$ cat src/rtl/sysarray_pkg.sv
// Shared constants for the keypad-driven 2x2 systolic multiplier: widths, FSM states,
// keypad codes and the 7-segment digit table.
package sysarray_pkg;

    localparam int DW   = 4;
    localparam int ACCW = 8;
    localparam int N    = 2;

    localparam logic [1:0] ST_ENTRY = 2'd0;
    localparam logic [1:0] ST_RUN   = 2'd1;
    localparam logic [1:0] ST_SHOW  = 2'd2;

    // Digit keys use their own value 0..9 as the code.
    localparam logic [3:0] KEY_GO   = 4'd10;
    localparam logic [3:0] KEY_NEXT = 4'd11;
    localparam logic [3:0] KEY_CLR  = 4'd12;
    localparam logic [3:0] KEY_NONE = 4'd15;

    localparam logic [2:0] RUN_LAST = 3'd4;

    function automatic logic [6:0] seg_digit(input logic [3:0] d);
        case (d)
            4'd0:    seg_digit = 7'h3F;
            4'd1:    seg_digit = 7'h06;
            4'd2:    seg_digit = 7'h5B;
            4'd3:    seg_digit = 7'h4F;
            4'd4:    seg_digit = 7'h66;
            4'd5:    seg_digit = 7'h6D;
            4'd6:    seg_digit = 7'h7D;
            4'd7:    seg_digit = 7'h07;
            4'd8:    seg_digit = 7'h7F;
            4'd9:    seg_digit = 7'h6F;
            default: seg_digit = 7'h00;
        endcase
    endfunction

endpackage

$ cat src/rtl/sysarray_pe.sv
// Output-stationary processing element: forwards a right and b down through registers
// and accumulates a*b while enabled.
module sysarray_pe
    import sysarray_pkg::*;
(
    input  logic            clk,
    input  logic            clr,
    input  logic            en,
    input  logic [DW-1:0]   a_in,
    input  logic [DW-1:0]   b_in,
    output logic [DW-1:0]   a_out,
    output logic [DW-1:0]   b_out,
    output logic [ACCW-1:0] acc
);

    logic [2*DW-1:0] prod;

    assign prod = a_in * b_in;

    always_ff @(posedge clk) begin
        if (clr) begin
            a_out <= '0;
            b_out <= '0;
            acc   <= '0;
        end else if (en) begin
            a_out <= a_in;
            b_out <= b_in;
            acc   <= acc + ACCW'(prod);
        end
    end

endmodule

$ cat src/rtl/sys_array.sv
// Keypad entry of 2x2 digit matrices A and B, systolic C = A x B, and a 4-digit display.
// Build option: SYSARRAY_SEG_ACTIVE_LOW_EN inverts all segment outputs (common anode).
module sys_array
    import sysarray_pkg::*;
(
    input  logic       clk,
    input  logic       rst,
    input  logic       conf,
    input  logic [3:0] rin,
    input  logic [3:0] cin,
    output logic [6:0] segout0,
    output logic [6:0] segout1,
    output logic [6:0] segout2,
    output logic [6:0] segout3,
    output logic       on,
    output logic       start
);

`ifdef SYSARRAY_SEG_ACTIVE_LOW_EN
    localparam logic [6:0] SEG_MASK = 7'h7F;
`else
    localparam logic [6:0] SEG_MASK = 7'h00;
`endif

    logic [1:0]      state;
    logic [2:0]      cnt;
    logic [1:0]      ptr_a, ptr_b, idx;
    logic            sel;
    logic            key_prev;
    logic [DW-1:0]   mat_a [4];
    logic [DW-1:0]   mat_b [4];

    logic [1:0]      row, col;
    logic [3:0]      key_code;
    logic            key_valid, key_evt, live;
    logic            digit_evt, go_evt, next_evt, clr_evt;
    logic            pe_clr, pe_en;

    always_comb begin
        row = '0;
        col = '0;
        for (int k = 0; k < 4; k++) begin
            if (rin[k]) row = 2'(k);
            if (cin[k]) col = 2'(k);
        end
        case ({row, col})
            4'b0000: key_code = 4'd1;
            4'b0001: key_code = 4'd2;
            4'b0010: key_code = 4'd3;
            4'b0011: key_code = 4'd4;
            4'b0100: key_code = 4'd5;
            4'b0101: key_code = 4'd6;
            4'b0110: key_code = 4'd7;
            4'b0111: key_code = 4'd8;
            4'b1000: key_code = 4'd9;
            4'b1001: key_code = 4'd0;
            4'b1010: key_code = KEY_GO;
            4'b1011: key_code = KEY_NEXT;
            4'b1100: key_code = KEY_CLR;
            default: key_code = KEY_NONE;
        endcase
    end

    // Event fires on the first cycle a valid key appears; holding it produces nothing more.
    assign key_valid = $onehot(rin) && $onehot(cin);
    assign key_evt   = key_valid && !key_prev;
    assign live      = (state != ST_RUN);
    assign digit_evt = key_evt && live && (key_code <= 4'd9);
    assign go_evt    = key_evt && live && (key_code == KEY_GO);
    assign next_evt  = key_evt && live && (key_code == KEY_NEXT);
    assign clr_evt   = key_evt && live && (key_code == KEY_CLR);
    assign pe_clr    = rst || go_evt;
    assign pe_en     = (state == ST_RUN);

    always_ff @(posedge clk) begin
        if (rst) key_prev <= 1'b0;
        else     key_prev <= key_valid;
    end

    always_ff @(posedge clk) begin
        if (rst) begin
            for (int k = 0; k < 4; k++) begin
                mat_a[k] <= '0;
                mat_b[k] <= '0;
            end
            ptr_a <= '0;
            ptr_b <= '0;
            sel   <= 1'b0;
        end else if (digit_evt) begin
            sel <= conf;
            if (conf) begin
                mat_b[ptr_b] <= key_code;
                ptr_b        <= ptr_b + 2'd1;
            end else begin
                mat_a[ptr_a] <= key_code;
                ptr_a        <= ptr_a + 2'd1;
            end
        end else if (clr_evt) begin
            sel <= conf;
            // CLR from the result screen only leaves SHOW; the matrices survive.
            if (state == ST_ENTRY) begin
                if (conf) begin
                    for (int k = 0; k < 4; k++) mat_b[k] <= '0;
                    ptr_b <= '0;
                end else begin
                    for (int k = 0; k < 4; k++) mat_a[k] <= '0;
                    ptr_a <= '0;
                end
            end
        end
    end

    always_ff @(posedge clk) begin
        if (rst) begin
            state <= ST_ENTRY;
            cnt   <= '0;
            idx   <= '0;
            on    <= 1'b0;
            start <= 1'b0;
        end else begin
            start <= 1'b0;
            case (state)
                ST_ENTRY: begin
                    if (go_evt) begin
                        state <= ST_RUN;
                        cnt   <= '0;
                        on    <= 1'b1;
                        start <= 1'b1;
                    end
                end
                ST_RUN: begin
                    if (cnt == RUN_LAST) begin
                        state <= ST_SHOW;
                        idx   <= '0;
                        on    <= 1'b0;
                    end else begin
                        cnt <= cnt + 3'd1;
                    end
                end
                ST_SHOW: begin
                    if (go_evt) begin
                        state <= ST_RUN;
                        cnt   <= '0;
                        on    <= 1'b1;
                        start <= 1'b1;
                    end else if (next_evt) begin
                        idx <= idx + 2'd1;
                    end else if (digit_evt || clr_evt) begin
                        state <= ST_ENTRY;
                    end
                end
                default: begin
                    state <= ST_ENTRY;
                    on    <= 1'b0;
                end
            endcase
        end
    end

    // Skewed feed: row i carries A[i][t-i], column j carries B[t-j][j], zero outside range.
    logic [DW-1:0] feed_a [N];
    logic [DW-1:0] feed_b [N];

    always_comb begin
        for (int k = 0; k < N; k++) begin
            feed_a[k] = '0;
            feed_b[k] = '0;
        end
        if (state == ST_RUN) begin
            case (cnt)
                3'd0: begin
                    feed_a[0] = mat_a[0];
                    feed_b[0] = mat_b[0];
                end
                3'd1: begin
                    feed_a[0] = mat_a[1];
                    feed_a[1] = mat_a[2];
                    feed_b[0] = mat_b[2];
                    feed_b[1] = mat_b[1];
                end
                3'd2: begin
                    feed_a[1] = mat_a[3];
                    feed_b[1] = mat_b[3];
                end
                default: ;
            endcase
        end
    end

    logic [DW-1:0]   a_h   [N][N];
    logic [DW-1:0]   b_h   [N][N];
    logic [ACCW-1:0] acc_h [N][N];

    for (genvar i = 0; i < N; i++) begin : g_row
        for (genvar j = 0; j < N; j++) begin : g_col
            logic [DW-1:0] a_src, b_src;
            if (j == 0) begin : g_a_edge
                assign a_src = feed_a[i];
            end else begin : g_a_link
                assign a_src = a_h[i][j-1];
            end
            if (i == 0) begin : g_b_edge
                assign b_src = feed_b[j];
            end else begin : g_b_link
                assign b_src = b_h[i-1][j];
            end
            sysarray_pe u_pe (
                .clk   (clk),
                .clr   (pe_clr),
                .en    (pe_en),
                .a_in  (a_src),
                .b_in  (b_src),
                .a_out (a_h[i][j]),
                .b_out (b_h[i][j]),
                .acc   (acc_h[i][j])
            );
        end
    end

    logic [ACCW-1:0] c_sel, rem;
    logic [3:0]      hund, tens, units;
    logic [6:0]      d3, d2, d1, d0;

    always_comb begin
        c_sel = acc_h[idx[1]][idx[0]];
        hund  = 4'(c_sel / ACCW'(100));
        rem   = c_sel % ACCW'(100);
        tens  = 4'(rem / ACCW'(10));
        units = 4'(rem % ACCW'(10));
    end

    always_comb begin
        if (state == ST_SHOW) begin
            d3 = seg_digit({2'b00, idx});
            d2 = seg_digit(hund);
            d1 = seg_digit(tens);
            d0 = seg_digit(units);
        end else if (sel) begin
            d3 = seg_digit(mat_b[0]);
            d2 = seg_digit(mat_b[1]);
            d1 = seg_digit(mat_b[2]);
            d0 = seg_digit(mat_b[3]);
        end else begin
            d3 = seg_digit(mat_a[0]);
            d2 = seg_digit(mat_a[1]);
            d1 = seg_digit(mat_a[2]);
            d0 = seg_digit(mat_a[3]);
        end
    end

    always_ff @(posedge clk) begin
        if (rst) begin
            segout3 <= 7'h3F ^ SEG_MASK;
            segout2 <= 7'h3F ^ SEG_MASK;
            segout1 <= 7'h3F ^ SEG_MASK;
            segout0 <= 7'h3F ^ SEG_MASK;
        end else begin
            segout3 <= d3 ^ SEG_MASK;
            segout2 <= d2 ^ SEG_MASK;
            segout1 <= d1 ^ SEG_MASK;
            segout0 <= d0 ^ SEG_MASK;
        end
    end

endmodule

$ cat config.mk
export PLATFORM = sky130hd
export DESIGN_NAME = sys_array
export DESIGN_NICKNAME = d
export VERILOG_FILES = /design/src/rtl/sysarray_pkg.sv /design/src/rtl/sysarray_pe.sv /design/src/rtl/sys_array.sv
export SDC_FILE = /design/constraint.sdc
export NUM_CORES = 1
export LEC_CHECK = 0
export CORE_ASPECT_RATIO = 0.5
export CORE_MARGIN = 2
export CORE_UTILIZATION = 45
export CTS_BUF_LIST = sky130_fd_sc_hd__clkbuf_4
export DETAILED_ROUTE_END_ITERATION = 8
export GPL_TIMING_DRIVEN = 0
export PLACE_DENSITY_LB_ADDON = 0.1
export REMOVE_ABC_BUFFERS = 1
export SYNTH_ARGS = -nofsm -noshare
export SYNTH_HDL_FRONTEND = slang
export SYNTH_SLANG_ARGS = --single-unit
$ cat constraint.sdc
create_clock -name clk -period 4.75 [get_ports clk]
set_input_delay 0.95 -clock clk [delete_from_list [all_inputs] [get_ports clk]]
set_output_delay 0.95 -clock clk [all_outputs]
set_load 0.01 [all_outputs]
=== Word level (Yosys, flattened, before mapping) ===
Memory sizes are Yosys's and may differ from the RTL's.
Index checks and enable logic that the tools add are counted.

* Logic and storage cells: 214
* Memory bits (read-only): 1,296
* Output and inout bits: 30
* Bits of input ports: 11
* Memories: 14
* Register bits: 91
* Bits in writable memories: 32

{| class="wikitable"
|+ Memories
! name !! depth !! width !! rd ports !! clocked after memory_dff !! wr ports !! RTL line !! source
|-
| (no name shown) || 16 || 7 || 1 || 0 || 0 || sysarray_pkg.sv:22 || <nowiki>case (d)</nowiki>
|-
| (no name shown) || 16 || 7 || 1 || 0 || 0 || sysarray_pkg.sv:22 ||
|-
| (no name shown) || 16 || 7 || 1 || 0 || 0 || sysarray_pkg.sv:22 ||
|-
| (no name shown) || 16 || 7 || 1 || 0 || 0 || sysarray_pkg.sv:22 ||
|-
| (no name shown) || 16 || 7 || 1 || 0 || 0 || sysarray_pkg.sv:22 ||
|-
| (no name shown) || 16 || 7 || 1 || 0 || 0 || sysarray_pkg.sv:22 ||
|-
| +8 memories || -- || -- || -- || -- || -- || -- ||
|}

* Equal/unequal tests: 26
* Add/subtract/negate cells: 14
* Div/mod/pow operators: 4
* Reduce and logical (&&, ||, !) cells: 27
* Bitwise gates (word level): 11
* $lt $le $gt $ge: 3
* Multiplexer cells: 90
* $mul: 4

{| class="wikitable"
|+ Operators by type and width
! kind !! number
|-
| 7-bit 2-to-1 mux || 8
|-
| 16-bit 2-to-1 mux || 3
|-
| 2-bit 2-to-1 mux || 24
|-
| 4-bit 2-to-1 mux || 10
|-
| 8-bit 2-to-1 mux || 5
|-
| 8-bit adder || 4
|-
| 4-bit by 4-bit multiplier with 8-bit output || 4
|-
| 4-bit case mux with 2 select lines || 4
|-
| 1-bit 2-to-1 mux || 29
|-
| 7-bit case mux with 4 select lines || 1
|-
| 4-bit AND reduction || 4
|-
| 2-bit inequality test (second input constant) || 7
|-
| 4-bit == test (second input constant) || 3
|-
| 3-bit inequality test (second input constant) || 4
|-
| 3-bit by 1-bit == test with 1-bit output (second input constant) || 3
|-
| 1-bit by 1-bit adder with 2-bit output || 4
|-
| 8-bit by 4-bit divider with 8-bit output (second input constant) || 1
|-
| 8-bit by 7-bit divider with 8-bit output (second input constant) || 1
|-
| 8-bit by 4-bit remainder unit with 8-bit output (second input constant) || 1
|-
| 8-bit by 7-bit remainder unit with 8-bit output (second input constant) || 1
|-
| 1-bit bitwise OR || 8
|-
| 2-bit nonzero test || 4
|-
| 4-bit OR reduction || 2
|-
| 1-bit logical AND || 7
|-
| other kinds (24) || 37
|}

=== Depth between registers and ports, before layout ===
* Depth in word-level cells: 13
* Gate-level depth with buffers: 21
* Mapped depth without buffers: 19

=== Cells and area by module ===
A second synthesis with hierarchy kept.

* Cells, all modules: 1,444
* Area total of the unflattened synthesis: 12,036.5 um^2

{| class="wikitable"
|+ By module, submodules not included
! module !! area an instance (um^2) !! seq. area each (um^2) !! times used !! cells an instance
|-
| sys_array || 6,995.5 || 1,821.7 || 1 || 892
|-
| sysarray_pe at g_row[0].g_col[0].u_pe ... || 1,253.7 || 320.3 || 3 || 137
|-
| sysarray_pe at g_row[1].g_col[1].u_pe || 1,280.0 || 320.3 || 1 || 141
|}

=== Worst setup path before layout ===
OpenSTA, ideal clock, no wires.

* Path type: reg2reg
* From: register idx[0]
* To: register segout0[5]
* Library setup time: 0.120 ns
* Clock period less this slack: 4.733 ns
* Stages on the path, launching flop included: 19
* Slack: 0.017 ns
* Buffers on the path: 3
* Arrival time: 4.613 ns
* Data required time: 4.630 ns
* Cells stage by stage: dfxtp_1 -> buf_6 -> buf_6 -> mux4_2 -> clkbuf_1 -> ha_1 -> or4_1 -> and3_1 -> a211o_1 -> a22o_1 -> a211oi_1 -> o211a_1 -> inv_1 -> o21ai_0 -> a21boi_0 -> inv_1 -> ha_1 -> and2_1 -> o31a_1

* Word-level cells in the longest chain between the ends: 8

{| class="wikitable"
|+ Ends and longest elaborated chain
! what !! RTL line !! source
|-
| start: declaration || sys_array.sv:27 || <nowiki>logic [1:0] ptr_a, ptr_b, idx;</nowiki>
|-
| start signal: assignment || sys_array.sv:147 || <nowiki>idx <= idx + 2'd1;</nowiki>
|-
| 1-bit NOT with 2-bit output (implied by the code) || sys_array.sv:225 || <nowiki>c_sel = acc_h[idx[1]][idx[0]];</nowiki>
|-
| 8-bit 2-to-1 mux (implied by the code) (3 in a row) || sys_array.sv:225 ||
|-
| 8-bit by 7-bit remainder unit with 8-bit output || sys_array.sv:227 || <nowiki>rem = c_sel % ACCW'(100);</nowiki>
|-
| 8-bit by 4-bit remainder unit with 8-bit output || sys_array.sv:229 || <nowiki>units = 4'(rem % ACCW'(10));</nowiki>
|-
| memory 16 x 7 bit || -- ||
|-
| 7-bit 2-to-1 mux || sys_array.sv:233 || <nowiki>if (state == ST_SHOW) begin</nowiki>
|-
| end signal: assignment || sys_array.sv:256 || <nowiki>segout0 <= 7'h3F ^ SEG_MASK;</nowiki>
|-
| end signal: assignment || sys_array.sv:261 || <nowiki>segout0 <= d0 ^ SEG_MASK;</nowiki>
|-
| end: declaration || sys_array.sv:11 || <nowiki>output logic [6:0] segout0,</nowiki>
|}

Every way passes these cells. The select of a mux whose other input is x is not followed.
A chain may end at the register's enable or synchronous reset.

=== Final worst setup path ===
* From: register cnt[1]
* To: register g_row[0].g_col[0].u_pe.acc[7]

* Word-level cells in the longest chain between the ends: 5
* Elaborated cells on any way between the ends: 8
* Classes of those cells: add/sub: 1; mul: 1; eq/ne: 1; mux: 4; reduce/logical: 1

{| class="wikitable"
|+ Ends and longest elaborated chain
! what !! RTL line !! source
|-
| start: declaration || sys_array.sv:26 || <nowiki>logic [2:0] cnt;</nowiki>
|-
| start signal: assignment || sys_array.sv:137 || <nowiki>cnt <= cnt + 3'd1;</nowiki>
|-
| 3-bit by 1-bit == test with 1-bit output or 3-bit zero test (tied branches) || sys_array.sv:170 || <nowiki>case (cnt)</nowiki>
|-
| 4-bit case mux with 2 select lines || sys_array.sv:170 ||
|-
| 8-bit 2-to-1 mux || sys_array.sv:169 || <nowiki>if (state == ST_RUN) begin</nowiki>
|-
| 4-bit by 4-bit multiplier with 8-bit output * || sysarray_pe.sv:18 || <nowiki>assign prod = a_in * b_in;</nowiki>
|-
| 8-bit adder * || sysarray_pe.sv:28 || <nowiki>acc <= acc + ACCW'(prod);</nowiki>
|-
| end signal: assignment || sysarray_pe.sv:28 ||
|-
| end: declaration || sysarray_pe.sv:13 || <nowiki>output logic [ACCW-1:0] acc</nowiki>
|}

Mark *: on every way between the ends. The rest lies on a longest branch, timed or not.

==> results.sh <==
export IMPL_cp_max_fo=8
export IMPL_ant_nets=0
export IMPL_clockRootBuffer="clkbuf_4"
export IMPL_combPwrFrac_pct=10.3
export IMPL_skew_ns=0.0279
export IMPL_drtIter0Drc=837
export IMPL_portBuffers=40
export IMPL_netlist_area_um2=11300
export IMPL_hp_start="g_row[0].g_col[1].u_pe.acc[0]$_SDFFE_PP0P_"
export IMPL_cts_sinks=123
export IMPL_initial_core_util_pct=46.4
export IMPL_fp_row_count=40
export IMPL_grt_pass1_vias=9008
export IMPL_internal_power_mw=1.64
export IMPL_crit_top_cell="a21o_1"
export IMPL_grt_pass1_wl_um=49700
export IMPL_hpwl_um=22700
export IMPL_status="complete, no violations"
export IMPL_crit_chain="inv_2, ha_4, buf_4, a22oi_1, nor2_2, buf_4, and2_1, ha_1, ha_1, inv_1, fa_1, inv_1, fa_1, a21o_1, a21o_1, a21o_1, a21oi_1, xnor2_1, nor2_1, xnor2_1, nor2_1"
export IMPL_synth_flop_cell="dfxtp_1"
export IMPL_clkTransAtPathRegs_ns=0.13
export IMPL_end_kind="register"
export IMPL_p_per_area_nw_per_um2=176
export IMPL_crit_required_ns=5.22
export IMPL_drcViolationCount=0
export IMPL_antenna_found_initial=1
export IMPL_drt_total_wl_um=32000
export IMPL_rsz0062_at_grt="true"
export IMPL_synthArstFlopShare_pct=0
export IMPL_setup_viol=0
export IMPL_clkPwrFrac_pct=39.2
export IMPL_period_share_pct=97.5
export IMPL_num_io_pins=41
export IMPL_grt_usage_pct=24.3
export IMPL_core_um2=24300
export IMPL_max_freq_ghz=0.216
export IMPL_hold_class="reg2reg"
export IMPL_via_count=9976
export IMPL_worstMarginPinSlew_ns=1.18
export IMPL_dieHeight_um=116
export IMPL_gp_congestion=0.892
export IMPL_ir_worst_vdd_mv=0.112
export IMPL_setup_worst_path_class="reg2reg"
export IMPL_first_pass_iters=6
export IMPL_fin_hold_ws_ns=0.488
export IMPL_fp_dieW_um=228
export IMPL_syn_inst=1410
export IMPL_synth_edff_count=32
export IMPL_slew_viol_final=0
export IMPL_cp_slowest_stage_delay_ns=0.49
export IMPL_r2r_start="cnt[1]$_SDFFE_PP0P_"
export IMPL_cp_start_kind="register"
export IMPL_seqPwrFrac_pct=50.4
export IMPL_cp_arrival_ns=5.11
export IMPL_avgViaCountPerCell=5.61
export IMPL_yosysSeqAreaShare_pct=24.7
export IMPL_place_ws_ns=-1.34
export IMPL_power_total_mw=2.24
export IMPL_dieArea_um2=26400
export IMPL_area_growth_pct=13.1
export IMPL_max_cap_violations=0
export IMPL_finalHoldViolCount=0
export IMPL_cts_buffers=17
export IMPL_cts_tree="yes"
export IMPL_synth_area_per_cell_um2=7.99
export IMPL_swShare_pct=27.0
export IMPL_htree_num_levels=4
export IMPL_synthDistinctLibCells=82
export IMPL_clockBufferDepth=2
export IMPL_finalCoreUtilization_pct=52.5
export IMPL_clock_latency_ns=0.60
export IMPL_instances_no_fill=1777
export IMPL_placed_cells_incl_taps=1716
export IMPL_final_nets=1621
export IMPL_crit_start="cnt[1]$_SDFFE_PP0P_"
export IMPL_wl_per_cell_um=18.0
export IMPL_p_sw_mw=0.606
export IMPL_hold_buffers=0
export IMPL_synth_ff_latch_count=123
export IMPL_p_leak_nw=5.55
export IMPL_nFillCells=2281
export IMPL_finalWorstSetupSlack_ns=0.117
export IMPL_grt_max_degree=54
export IMPL_overflow=0
export IMPL_ys_warn_count=0
export IMPL_cp_slowest_cell="fa_1"
export IMPL_min_period_ns=4.63
export IMPL_drive_gt1_share_pct=10.5
export IMPL_maxSlewHeadroom_pct=21.5
-- power by group through the flow --
stage	clock network, mW	registers, mW	logic, mW
5_1_grt	0.938	1.14	0.259
2_1_floorplan	0	1.16	0.122
6_report	0.880	1.13	0.231
3_5_place_dp	0	1.16	0.225
4_1_cts	0.897	1.13	0.228
3_3_place_gp	0	1.16	0.222
-- worst max-delay path: cells and delay by family, from the launching register on --
family | cells | cell delay (ns)
AO/OA/AOI/OAI | 5 | 1.14
XOR/XNOR | 2 | 0.30
adder cells (fa/ha/maj) | 5 | 1.72
buffers and inverters | 5 | 0.55
flip-flops | 1 | 0.40
AND/OR/NAND/NOR | 4 | 0.38
-- cell usage in the layout (no fill, tap or decap), types with 14 or more instances in the layout --
master | Yosys | routed
ha_1 | 145 | 141
nand2_1 | 132 | 131
a21o_1 | 24 | 24
clkdlybuf4s50_1 | 0 | 39
nand2b_1 | 16 | 14
o21ai_0 | 58 | 56
nor2_1 | 182 | 168
a21oi_1 | 130 | 127
a211oi_1 | 15 | 14
dfxtp_1 | 91 | 83
clkbuf_4 | 0 | 22
and2_1 | 40 | 40
xnor2_1 | 19 | 19
a22oi_1 | 24 | 16
fa_1 | 38 | 38
nand3_1 | 23 | 23
inv_1 | 154 | 152
edfxtp_1 | 32 | 32
buf_4 | 2 | 26
nor3_1 | 22 | 21
-- cell usage after synthesis (19+ instances only) --
cell / n / area share [%]
nor2_1: 182 / 6.1
inv_1: 154 / 5.1
ha_1: 145 / 16
nand2_1: 132 / 4.4
a21oi_1: 130 / 5.8
dfxtp_1: 91 / 16
o21ai_0: 58 / 2.6
clkbuf_1: 55 / 1.8
and2_1: 40 / 2.2
fa_1: 38 / 6.8
edfxtp_1: 32 / 8.5
a21o_1: 24 / 1.6
a22oi_1: 24 / 1.6
nand3_1: 23 / 1.0
nor3_1: 22 / 0.98
xnor2_1: 19 / 1.5
-- sequential cells by signal (all words and copies together) (netlist names) --
| register | cells |
|---|---|
| ptr_a | 2 |
| mat_a | 16 |
| cnt | 3 |
| on | 1 |
| segout0 | 7 |
| ptr_b | 2 |
| g_row.g_col.u_pe.acc | 32 |
| g_row.g_col.u_pe.b_out | 8 |
| sel | 1 |
| mat_b | 16 |
| key_prev | 1 |
| segout3 | 7 |
| segout2 | 7 |
| idx | 2 |
| g_row.g_col.u_pe.a_out | 8 |
| start | 1 |
| state | 2 |
| segout1 | 7 |
-- path summary, 6_finish.rpt --
kind,to,slack (ns),depth (start not counted)
hold / removal,g_row[0].g_col[1].u_pe.acc[0]$_SDFFE_PP0P_,0.49,2
hold reg to reg,g_row[0].g_col[1].u_pe.acc[0]$_SDFFE_PP0P_,0.49,2
setup reg to reg,g_row[0].g_col[0].u_pe.acc[7]$_SDFFE_PP0P_,0.12,21
setup / recovery,g_row[0].g_col[0].u_pe.acc[7]$_SDFFE_PP0P_,0.12,21
-- logic make-up after synthesis --
kind of cell / synth area share, %
adder cells (fa/ha/maj): 23.0
multiplexers: 2.89
flip-flops: 24.7
AO/OA/AOI/OAI: 20.2
AND/OR/NAND/NOR: 18.7
XOR/XNOR: 2.63
buffers and inverters: 7.86
-- metrics by stage --
stage,instance area [um2],setup TNS (ns)
3_3_place_gp,11800,-98.61
4_1_cts,12400,-0.00234
6_report,12700,0
5_1_grt,12700,-0.108
3_5_place_dp,11800,-39.77
2_1_floorplan,11000,-6.24
-- cell type report --
type	count	area (um2)	area share, %
multi-input cells	1062	7980	62.6
flip-flops and latches	123	2800	22.0
repair buffers	69	642	5.04
inverters	154	578	4.54
well taps	336	420	3.30
clock buffers	22	165	1.30
clock inverters	10	149	1.17
diodes	1	2.50	0.0196
-- layer usage --
metal / wire length (um) / part of all wire [%] / vias to the layer above / track usage (%)
li1: - / - / 4864 / -
met1: 15300 / 48 / 4733 / 35.1
met2: 14000 / 44 / 354 / 37.8
met3: 2360 / 7.4 / 25 / 4.53
met4: 300 / 0.94 / 0 / 5.48
met5: 0 / 0 / - / 0
-- what timing repair did --
item / 4_1_cts / 5_1_grt
gates cloned: 2 / 0
hold endpoints to repair: 0 / 0
pin swaps: 2 / 15
endpoints found under the setup margin: 29 / 55
setup buffers: 7 / 19
gates resized for setup: 39 / 44
Note: power is estimated with default switching activity, not from simulation.
